**src/rtl/interleaved_sync_fifo_nbank_if.sv**
```systemverilog
// Stream interface for interleaved_sync_fifo_nbank.
// Groups the write handshake, the read handshake and the status outputs.
//   master : upstream/downstream user (drives in_data/in_valid/out_ready)
//   slave  : the FIFO itself
// Signals:
//   in_data/in_valid/in_ready     write side, transfer on in_valid & in_ready
//   out_data/out_valid/out_ready  read side, transfer on out_valid & out_ready
//   count                         words held, 0..FIFO_DEPTH
//   almost_full/almost_empty/err  status flags
interface interleaved_sync_fifo_nbank_if #(
  parameter int DATA_WIDTH = 8,
  parameter int FIFO_DEPTH = 256
);
  localparam int CW = $clog2(FIFO_DEPTH) + 1;

  logic [DATA_WIDTH-1:0] in_data;
  logic                  in_valid;
  logic                  in_ready;
  logic [DATA_WIDTH-1:0] out_data;
  logic                  out_valid;
  logic                  out_ready;
  logic [CW-1:0]         count;
  logic                  almost_full;
  logic                  almost_empty;
  logic                  err;

  modport master (
    output in_data, in_valid, out_ready,
    input  in_ready, out_data, out_valid, count, almost_full, almost_empty, err
  );

  modport slave (
    input  in_data, in_valid, out_ready,
    output in_ready, out_data, out_valid, count, almost_full, almost_empty, err
  );
endinterface

```
**src/rtl/interleaved_sync_fifo_nbank.sv**
```systemverilog
// Interleaved synchronous FIFO: one write and one read per cycle built from
// NUM_BANKS slow (one op per two cycles per side) RAM-style banks.
// Accepted words are striped round-robin across banks through per-bank
// staging registers and gathered round-robin through per-bank prefetch
// registers, so output order equals input order.
// Ports:
//   clk    rising-edge clock
//   rstn   asynchronous active-low reset
//   clear  synchronous flush, active high
//   bus    interleaved_sync_fifo_nbank_if.slave (handshakes, count, flags)

// Single bank: RAM array with registered read, at most one write every
// other cycle and one fetch every other cycle.
//   wr_data/wr_valid/wr_ready  write port
//   rd_data/rd_valid/rd_ready  output register, popped on rd_valid & rd_ready
module sync_2t_fifo #(
  parameter int DW    = 8,
  parameter int DEPTH = 128
) (
  input  logic          clk,
  input  logic          rstn,
  input  logic          clear,
  input  logic [DW-1:0] wr_data,
  input  logic          wr_valid,
  output logic          wr_ready,
  output logic [DW-1:0] rd_data,
  output logic          rd_valid,
  input  logic          rd_ready
);
  localparam int AW = (DEPTH > 1) ? $clog2(DEPTH) : 1;
  localparam int CW = $clog2(DEPTH + 1);
  localparam logic [AW-1:0] LAST = AW'(DEPTH - 1);
  localparam logic [CW-1:0] FULL = CW'(DEPTH);

  logic [DW-1:0] mem [DEPTH];
  logic [DW-1:0] mem_rd_q;
  logic [AW-1:0] wp_q, wp_d, rp_q, rp_d;
  logic [CW-1:0] cnt_q, cnt_d;
  logic          wr_busy_q, wr_busy_d;
  logic          rd_busy_q, rd_busy_d;
  logic          dv_q, dv_d;
  logic          wr_fire, fetch;

  // cnt_q counts words in the array only; the output register is separate.
  assign wr_ready = !clear && !wr_busy_q && (cnt_q != FULL);
  assign wr_fire  = wr_valid && wr_ready;
  // Fetch when the output register is free or being popped this cycle.
  assign fetch    = !clear && !rd_busy_q && (cnt_q != '0) && (!dv_q || rd_ready);
  assign rd_data  = mem_rd_q;
  assign rd_valid = dv_q;

  always_comb begin
    wp_d      = wp_q;
    rp_d      = rp_q;
    cnt_d     = cnt_q;
    wr_busy_d = wr_fire;
    rd_busy_d = fetch;
    dv_d      = dv_q;
    if (wr_fire) wp_d = (wp_q == LAST) ? '0 : wp_q + 1'b1;
    if (fetch)   rp_d = (rp_q == LAST) ? '0 : rp_q + 1'b1;
    case ({wr_fire, fetch})
      2'b10:   cnt_d = cnt_q + 1'b1;
      2'b01:   cnt_d = cnt_q - 1'b1;
      default: cnt_d = cnt_q;
    endcase
    if (fetch)         dv_d = 1'b1;
    else if (rd_ready) dv_d = 1'b0;
    if (clear) begin
      wp_d      = '0;
      rp_d      = '0;
      cnt_d     = '0;
      wr_busy_d = 1'b0;
      rd_busy_d = 1'b0;
      dv_d      = 1'b0;
    end
  end

  always_ff @(posedge clk or negedge rstn) begin
    if (!rstn) begin
      wp_q      <= '0;
      rp_q      <= '0;
      cnt_q     <= '0;
      wr_busy_q <= 1'b0;
      rd_busy_q <= 1'b0;
      dv_q      <= 1'b0;
    end else begin
      wp_q      <= wp_d;
      rp_q      <= rp_d;
      cnt_q     <= cnt_d;
      wr_busy_q <= wr_busy_d;
      rd_busy_q <= rd_busy_d;
      dv_q      <= dv_d;
    end
  end

  // Array and its read register have no reset so they map onto block RAM;
  // rd_data is only meaningful while dv_q is set.
  always_ff @(posedge clk) begin
    if (wr_fire) mem[wp_q] <= wr_data;
    if (fetch)   mem_rd_q  <= mem[rp_q];
  end
endmodule

module interleaved_sync_fifo_nbank #(
  parameter int DATA_WIDTH = 8,
  parameter int FIFO_DEPTH = 256,
  parameter int NUM_BANKS  = 2,
  parameter int AF_THRESH  = FIFO_DEPTH - 2,
  parameter int AE_THRESH  = 1
) (
  input  logic                          clk,
  input  logic                          rstn,
  input  logic                          clear,
  interleaved_sync_fifo_nbank_if.slave  bus
);
  localparam int BANK_DEPTH = FIFO_DEPTH / NUM_BANKS;
  localparam int SW         = $clog2(NUM_BANKS);
  localparam int CW         = $clog2(FIFO_DEPTH) + 1;
  localparam logic [CW-1:0] FULL = CW'(FIFO_DEPTH);
  localparam logic [CW-1:0] AF_T = CW'(AF_THRESH);
  localparam logic [CW-1:0] AE_T = CW'(AE_THRESH);

  logic [DATA_WIDTH-1:0] stg_data_q [NUM_BANKS];
  logic [DATA_WIDTH-1:0] stg_data_d [NUM_BANKS];
  logic [NUM_BANKS-1:0]  stg_v_q, stg_v_d;
  logic [DATA_WIDTH-1:0] pf_data_q [NUM_BANKS];
  logic [DATA_WIDTH-1:0] pf_data_d [NUM_BANKS];
  logic [NUM_BANKS-1:0]  pf_v_q, pf_v_d;
  logic [SW-1:0]         wr_sel_q, wr_sel_d, rd_sel_q, rd_sel_d;
  logic [CW-1:0]         count_q, count_d;
  logic                  err_q, err_d;

  logic [NUM_BANKS-1:0]  bk_wr_ready, bk_rd_valid, bk_rd_ready;
  logic [DATA_WIDTH-1:0] bk_rd_data [NUM_BANKS];

  logic in_ready_int, out_valid_int, wr_fire, rd_fire;

  for (genvar b = 0; b < NUM_BANKS; b++) begin : g_bank
    sync_2t_fifo #(
      .DW    (DATA_WIDTH),
      .DEPTH (BANK_DEPTH)
    ) u_bank (
      .clk      (clk),
      .rstn     (rstn),
      .clear    (clear),
      .wr_data  (stg_data_q[b]),
      .wr_valid (stg_v_q[b]),
      .wr_ready (bk_wr_ready[b]),
      .rd_data  (bk_rd_data[b]),
      .rd_valid (bk_rd_valid[b]),
      .rd_ready (bk_rd_ready[b])
    );
    // Bank output is pulled into the prefetch register whenever it is empty.
    assign bk_rd_ready[b] = !pf_v_q[b];
  end

  // count bounds occupancy, so a bank can never hold more than its depth;
  // the staging check only covers a bank still busy with its previous word.
  assign in_ready_int  = !clear && (count_q < FULL) && !stg_v_q[wr_sel_q];
  assign out_valid_int = pf_v_q[rd_sel_q];
  assign wr_fire       = bus.in_valid && in_ready_int;
  assign rd_fire       = out_valid_int && bus.out_ready && !clear;

  assign bus.in_ready     = in_ready_int;
  assign bus.out_valid    = out_valid_int;
  assign bus.out_data     = pf_data_q[rd_sel_q];
  assign bus.count        = count_q;
  assign bus.almost_full  = (count_q >= AF_T);
  assign bus.almost_empty = (count_q <= AE_T);
  assign bus.err          = err_q;

  always_comb begin
    stg_data_d = stg_data_q;
    stg_v_d    = stg_v_q;
    pf_data_d  = pf_data_q;
    pf_v_d     = pf_v_q;
    wr_sel_d   = wr_sel_q;
    rd_sel_d   = rd_sel_q;
    count_d    = count_q;
    err_d      = err_q;

    for (int b = 0; b < NUM_BANKS; b++) begin
      if (stg_v_q[b] && bk_wr_ready[b]) stg_v_d[b] = 1'b0;
      // Load only happens when the staging reg is empty, so it never
      // collides with the drain above.
      if (wr_fire && (wr_sel_q == SW'(b))) begin
        stg_v_d[b]    = 1'b1;
        stg_data_d[b] = bus.in_data;
      end
      if (rd_fire && (rd_sel_q == SW'(b))) pf_v_d[b] = 1'b0;
      if (!pf_v_q[b] && bk_rd_valid[b]) begin
        pf_v_d[b]    = 1'b1;
        pf_data_d[b] = bk_rd_data[b];
      end
    end

    if (wr_fire) wr_sel_d = wr_sel_q + 1'b1;
    if (rd_fire) rd_sel_d = rd_sel_q + 1'b1;

    case ({wr_fire, rd_fire})
      2'b10:   count_d = count_q + 1'b1;
      2'b01:   count_d = count_q - 1'b1;
      default: count_d = count_q;
    endcase

    if (bus.in_valid && !in_ready_int && (count_q == FULL)) err_d = 1'b1;

    if (clear) begin
      stg_v_d  = '0;
      pf_v_d   = '0;
      wr_sel_d = '0;
      rd_sel_d = '0;
      count_d  = '0;
      err_d    = 1'b0;
      for (int b = 0; b < NUM_BANKS; b++) begin
        stg_data_d[b] = '0;
        pf_data_d[b]  = '0;
      end
    end
  end

  always_ff @(posedge clk or negedge rstn) begin
    if (!rstn) begin
      stg_v_q  <= '0;
      pf_v_q   <= '0;
      wr_sel_q <= '0;
      rd_sel_q <= '0;
      count_q  <= '0;
      err_q    <= 1'b0;
      for (int b = 0; b < NUM_BANKS; b++) begin
        stg_data_q[b] <= '0;
        pf_data_q[b]  <= '0;
      end
    end else begin
      stg_v_q    <= stg_v_d;
      pf_v_q     <= pf_v_d;
      wr_sel_q   <= wr_sel_d;
      rd_sel_q   <= rd_sel_d;
      count_q    <= count_d;
      err_q      <= err_d;
      stg_data_q <= stg_data_d;
      pf_data_q  <= pf_data_d;
    end
  end
endmodule

```
**src/flat_wrapper.sv**
```systemverilog
// flat-port wrapper written by rule: the top's interface ports become plain ports
module interleaved_sync_fifo_nbank_flat 
#(
  parameter int DATA_WIDTH = 8,
  parameter int FIFO_DEPTH = 256,
  parameter int NUM_BANKS  = 2,
  parameter int AF_THRESH  = FIFO_DEPTH - 2,
  parameter int AE_THRESH  = 1
)
  (clk, rstn, clear, bus_in_data, bus_in_valid, bus_out_ready, bus_in_ready, bus_out_data, bus_out_valid, bus_count, bus_almost_full, bus_almost_empty, bus_err);
  interleaved_sync_fifo_nbank_if #(.DATA_WIDTH(DATA_WIDTH), .FIFO_DEPTH(FIFO_DEPTH)) bus_i ();
  input  logic clk;
  input  logic rstn;
  input  logic clear;
  input wire logic [$bits(bus_i.in_data)-1:0] bus_in_data;
  input wire logic [$bits(bus_i.in_valid)-1:0] bus_in_valid;
  input wire logic [$bits(bus_i.out_ready)-1:0] bus_out_ready;
  output wire logic [$bits(bus_i.in_ready)-1:0] bus_in_ready;
  output wire logic [$bits(bus_i.out_data)-1:0] bus_out_data;
  output wire logic [$bits(bus_i.out_valid)-1:0] bus_out_valid;
  output wire logic [$bits(bus_i.count)-1:0] bus_count;
  output wire logic [$bits(bus_i.almost_full)-1:0] bus_almost_full;
  output wire logic [$bits(bus_i.almost_empty)-1:0] bus_almost_empty;
  output wire logic [$bits(bus_i.err)-1:0] bus_err;
  assign bus_i.in_data = bus_in_data;
  assign bus_i.in_valid = bus_in_valid;
  assign bus_i.out_ready = bus_out_ready;
  assign bus_in_ready = bus_i.in_ready;
  assign bus_out_data = bus_i.out_data;
  assign bus_out_valid = bus_i.out_valid;
  assign bus_count = bus_i.count;
  assign bus_almost_full = bus_i.almost_full;
  assign bus_almost_empty = bus_i.almost_empty;
  assign bus_err = bus_i.err;
  interleaved_sync_fifo_nbank #(.DATA_WIDTH(DATA_WIDTH), .FIFO_DEPTH(FIFO_DEPTH), .NUM_BANKS(NUM_BANKS), .AF_THRESH(AF_THRESH), .AE_THRESH(AE_THRESH)) u_core (.clk(clk), .rstn(rstn), .clear(clear), .bus(bus_i));
endmodule
```
**config.mk**
```make
export PLATFORM = sky130hd
export DESIGN_NAME = interleaved_sync_fifo_nbank_flat
export DESIGN_NICKNAME = d
export VERILOG_FILES = /design/src/rtl/interleaved_sync_fifo_nbank_if.sv /design/src/rtl/interleaved_sync_fifo_nbank.sv /design/src/flat_wrapper.sv
export SDC_FILE = /design/constraint.sdc
export NUM_CORES = 2
export LEC_CHECK = 0
export CAP_MARGIN = 30
export CORE_ASPECT_RATIO = 1.25
export CORE_MARGIN = 2
export CORE_UTILIZATION = 57
export CTS_BUF_LIST = sky130_fd_sc_hd__clkbuf_4 sky130_fd_sc_hd__clkbuf_8 sky130_fd_sc_hd__clkbuf_16
export CTS_CLUSTER_SIZE = 10
export DETAILED_ROUTE_END_ITERATION = 16
export PLACE_DENSITY = 0.79
export SLEW_MARGIN = 20
export SYNTH_ARGS = -nofsm -noshare
export SYNTH_HDL_FRONTEND = slang
export SYNTH_SLANG_ARGS = --single-unit
```
**constraint.sdc**
```tcl
create_clock -name clk -period 3.08 [get_ports clk]
set_input_delay 0.616 -clock clk [delete_from_list [all_inputs] [get_ports clk]]
set_output_delay 0.616 -clock clk [all_outputs]
set_load 0.01 [all_outputs]
```
==> results.sh <==
export IMPL_antenna_left=0
export IMPL_synth_warnings=0
export IMPL_crit_required_ps=3630
export IMPL_grt_util_met1=0.360
export IMPL_fin_util=0.660
export IMPL_met3_usage=0.0593
export IMPL_core_sq_um=148000
export IMPL_clock_skew_ps=28.3
export IMPL_critPathMaxStageDelay_ps=570
export IMPL_violations="negative setup slack"
export IMPL_grt_busiest_layer="met2"
export IMPL_syn_inst=4010
export IMPL_crit_buf_inv=2
export IMPL_power_density_nw_per_um2=720
export IMPL_cp_arrival_ps=3630
export IMPL_track_usage=0.279
export IMPL_via_count=44500
export IMPL_status="complete, but fails checks"
export IMPL_switching_share=0.251
export IMPL_intPower_mw=52.7
export IMPL_cts_buffers=234
export IMPL_fmax_mhz=325
export IMPL_die_area_sq_um=152000
export IMPL_whs_path_depth=3
export IMPL_p_seq_frac=0.468
export IMPL_finalSetupTns_ps=-0.900
export IMPL_ir_worst_vdd_v=0.000723
export IMPL_cp_cell_sequence="buf_12 -> buf_16 -> mux4_2 -> a22o_1 -> a221oi_1 -> o22ai_1 -> a21oi_1 -> o211ai_1"
export IMPL_clockBufferDepth=3
export IMPL_hold_viol=0
export IMPL_synthTopCellsByArea="edfxtp_1 73%, mux4_2 16%, dfrtp_1 2.9%, nor2_1 1.5%, clkbuf_1 0.60%"
export IMPL_fill_cells=8708
export IMPL_synth_area_per_cell_sq_um=21.1
export IMPL_drive_gt1_frac=0.323
export IMPL_slowest_stage="mux4_2"
export IMPL_cts_tree="yes"
export IMPL_critPathKind="reg -> reg"
export IMPL_finalMaxSlewViolations=0
export IMPL_r2r_cells=8
export IMPL_drt_total_wl_um=210000
export IMPL_finalCritPeriodShare=1.00
export IMPL_synth_compound_area_frac=0.0248
export IMPL_rows=158
export IMPL_grt_use_met2=0.458
export IMPL_synth_cell_types=79
export IMPL_die_y_um=435
export IMPL_crit_path_max_fanout=28
export IMPL_layout_setup_ws_ps=-0.900
export IMPL_synthAdderAreaFrac=0.00236
export IMPL_clkLatencyLatePin_ps=860
export IMPL_nNetsFinal=4578
export IMPL_ioPinCount=35
export IMPL_grt_start_max_net_pins=130
export IMPL_syn_to_final_growth_pct=15.3
export IMPL_io_buffer_count=34
export IMPL_clk_pin_slew_worst_paths_ps=60
export IMPL_synth_edf_count=2064
export IMPL_drc=0
export IMPL_most_common_layout_cells="2064 x edfxtp_1, 598 x mux4_2, 444 x buf_4"
export IMPL_worstSetupEndpointType="register"
export IMPL_r2r_start="u_core.g_bank[0].u_bank.rp_q[0]"
export IMPL_crit_path_start_kind="register"
export IMPL_antenna_found_initial=7
export IMPL_dp_hpwl_um=122000
export IMPL_numClockSinks=2162
export IMPL_h_tree_depth=4
export IMPL_synth_simple_area_share=0.0318
export IMPL_synth_xor_area_frac=0.00289
export IMPL_clkPwrFrac=0.353
export IMPL_synth_mux_area_frac=0.166
export IMPL_die_w_um=349
export IMPL_yosysSeqAreaShare=0.760
export IMPL_worst_pin_slew_ps=996
export IMPL_first_pass_iters=9
export IMPL_viasPerCell=6.80
export IMPL_detail_route_wl_per_cell_um=32.1
export IMPL_max_slew_margin=0.335
export IMPL_min_to="u_core.stg_v_q[1]"
export IMPL_initial_utilization=0.573
export IMPL_synth_ff_type="edfxtp_1"
export IMPL_synth_top_family_by_area="multiplexers"
export IMPL_drt_initial_drc_count=6393
export IMPL_syn_area_sq_um=84800
export IMPL_holdCritStartpoint="clear"
export IMPL_maxCapViolCount=0
export IMPL_final_common_cell="edfxtp_1"
export IMPL_synth_top_area_share=0.731
export IMPL_synth_net_count=4039
export IMPL_cp_top_family="compound AO/OA/AOI/OAI gates"
export IMPL_place_congestion=0.897
export IMPL_grt_overflow=0
export IMPL_combPwrFrac=0.179
export IMPL_grt_pass1_vias=45900
export IMPL_clock_root_buffer="clkbuf_16"
export IMPL_dp_cells=6227
export IMPL_final_cells=6543
export IMPL_hp_class="in -> reg"
export IMPL_power_leakage_nw=30.1
export IMPL_synth_area_leader_cell="edfxtp_1"
export IMPL_grt_pass1_wl_um=308000
export IMPL_async_reset_ff_frac=0.0453
export IMPL_rsz0062_at_grt="yes"
export IMPL_total_power_mw=70.4
export IMPL_worstReg2RegEnd="u_core.g_bank[0].u_bank.rd_data[0]"
export IMPL_synth_seq_cells=2162
export IMPL_power_switching_mw=17.7
export IMPL_setup_violations=1
export IMPL_min_period_ps=3080
export IMPL_rrSetupSlack_ps=-0.9
[through the flow]
stage          hold WS (ps)  setup slack [ps]  instance area, sq um
3_5_place_dp            515             -23.3                 91100
3_3_place_gp            502             -45.0                 91100
4_1_cts                 113             -34.1                 97700
5_1_grt                 143             -48.0                 97800
6_report                171            -0.900                 97800
2_1_floorplan           320              96.1                 84800
[final cells by class]
cell class                      instances  area (sq um)  share of cell area
Clock inverter                         13           201             0.00206
Multi-Input combinational cell       1597         19400               0.198
Tap cell                             1920          2400              0.0246
Sequential cell                      2162         64500               0.660
Inverter                               19          71.3            0.000730
Antenna cell                            3          7.51           0.0000768
Timing Repair Buffer                  535          4810              0.0492
Clock buffer                          294          6350              0.0649
[how the worst max path moves through the flow]
stage / end / slack (ps) / start / cells past startpoint
final: u_core.g_bank[0].u_bank.rd_data[0] / -0.9 / u_core.g_bank[0].u_bank.rp_q[0] / 8
after detailed placement: u_core.g_bank[0].u_bank.mem[16][2] / -20 / clear / 9
after global routing: u_core.g_bank[0].u_bank.rd_data[0] / -50 / u_core.g_bank[0].u_bank.rp_q[0] / 8
after CTS: bus_almost_empty / -30 / u_core.bus.count[4] / 4
after floorplan: u_core.g_bank[0].u_bank.cnt_q[5] / 100 / u_core.g_bank[0].u_bank.cnt_q[4] / 12
after global placement: u_core.g_bank[0].u_bank.cnt_q[6] / -40 / clear / 12
[layer usage]
layer / wire (um) / up-vias
met2: 106000 / 3110
met3: 20800 / 649
met1: 72500 / 23000
met4: 11000 / 10
li1: - / 17700
met5: 110 / -
[cells by family (layout without fill, tap and decap cells)]
group	Yosys count	after routing
adders and majority gates	16	16
DFF	2162	2162
muxes	657	657
other	0	3
xor gates and xnor gates	28	28
AOI/OAI and AO/OA	293	293
buffers and inverters	251	861
and+or+nand+nor	603	603
[registers in the layout, summed over array words and instances (netlist names), 9 cells and up]
register	count
u_core.g_bank.u_bank.cnt_q	16
u_core.g_bank.u_bank.wp_q	14
u_core.g_bank.u_bank.rp_q	14
u_core.bus.count	9
u_core.g_bank.u_bank.mem	2048
u_core.g_bank.u_bank.rd_data	16
u_core.pf_data_q	16
u_core.stg_data_q	16
[worst min-delay path: cells and delay by family]
family / cells / cell delay (ps)
buf+inv: 2 / 320
compound gates: 1 / 40
[power by group through the flow]
stage,Sequential [mW],Combinational [mW],Clock [mW]
after global routing,33.0,13.2,26.0
after floorplan,33.3,8.29,0
after CTS,32.9,12.5,25.0
after global placement,33.5,12.2,0
after detailed placement,33.5,12.3,0
final,32.9,12.6,24.8
[Yosys cell counts, drive strengths merged (9+ instances only)]
master	n
buf	96
o21ai	29
nand4	19
mux4	598
dfrtp	98
xor2	15
a31oi	14
a211oi	28
xnor2	13
nand2	107
or3	9
inv	19
nand3b	14
o221ai	11
a22oi	27
o21bai	9
mux2	13
clkbuf	136
ha	16
a221oi	14
nor2	333
and3	10
a22o	18
a21oi	61
nor3	16
nand3	29
nor2b	23
mux2i	46
o22ai	30
edfxtp	2064
[what timing repair did]
action	4_1_cts	5_1_grt
gates resized for setup	14	13
pin swaps	0	2
hold buffers	1	0
endpoints found under the hold margin	50	0
buffers inserted	2	2
setup endpoints to repair	5	10
(Power assumes the default switching activity.)
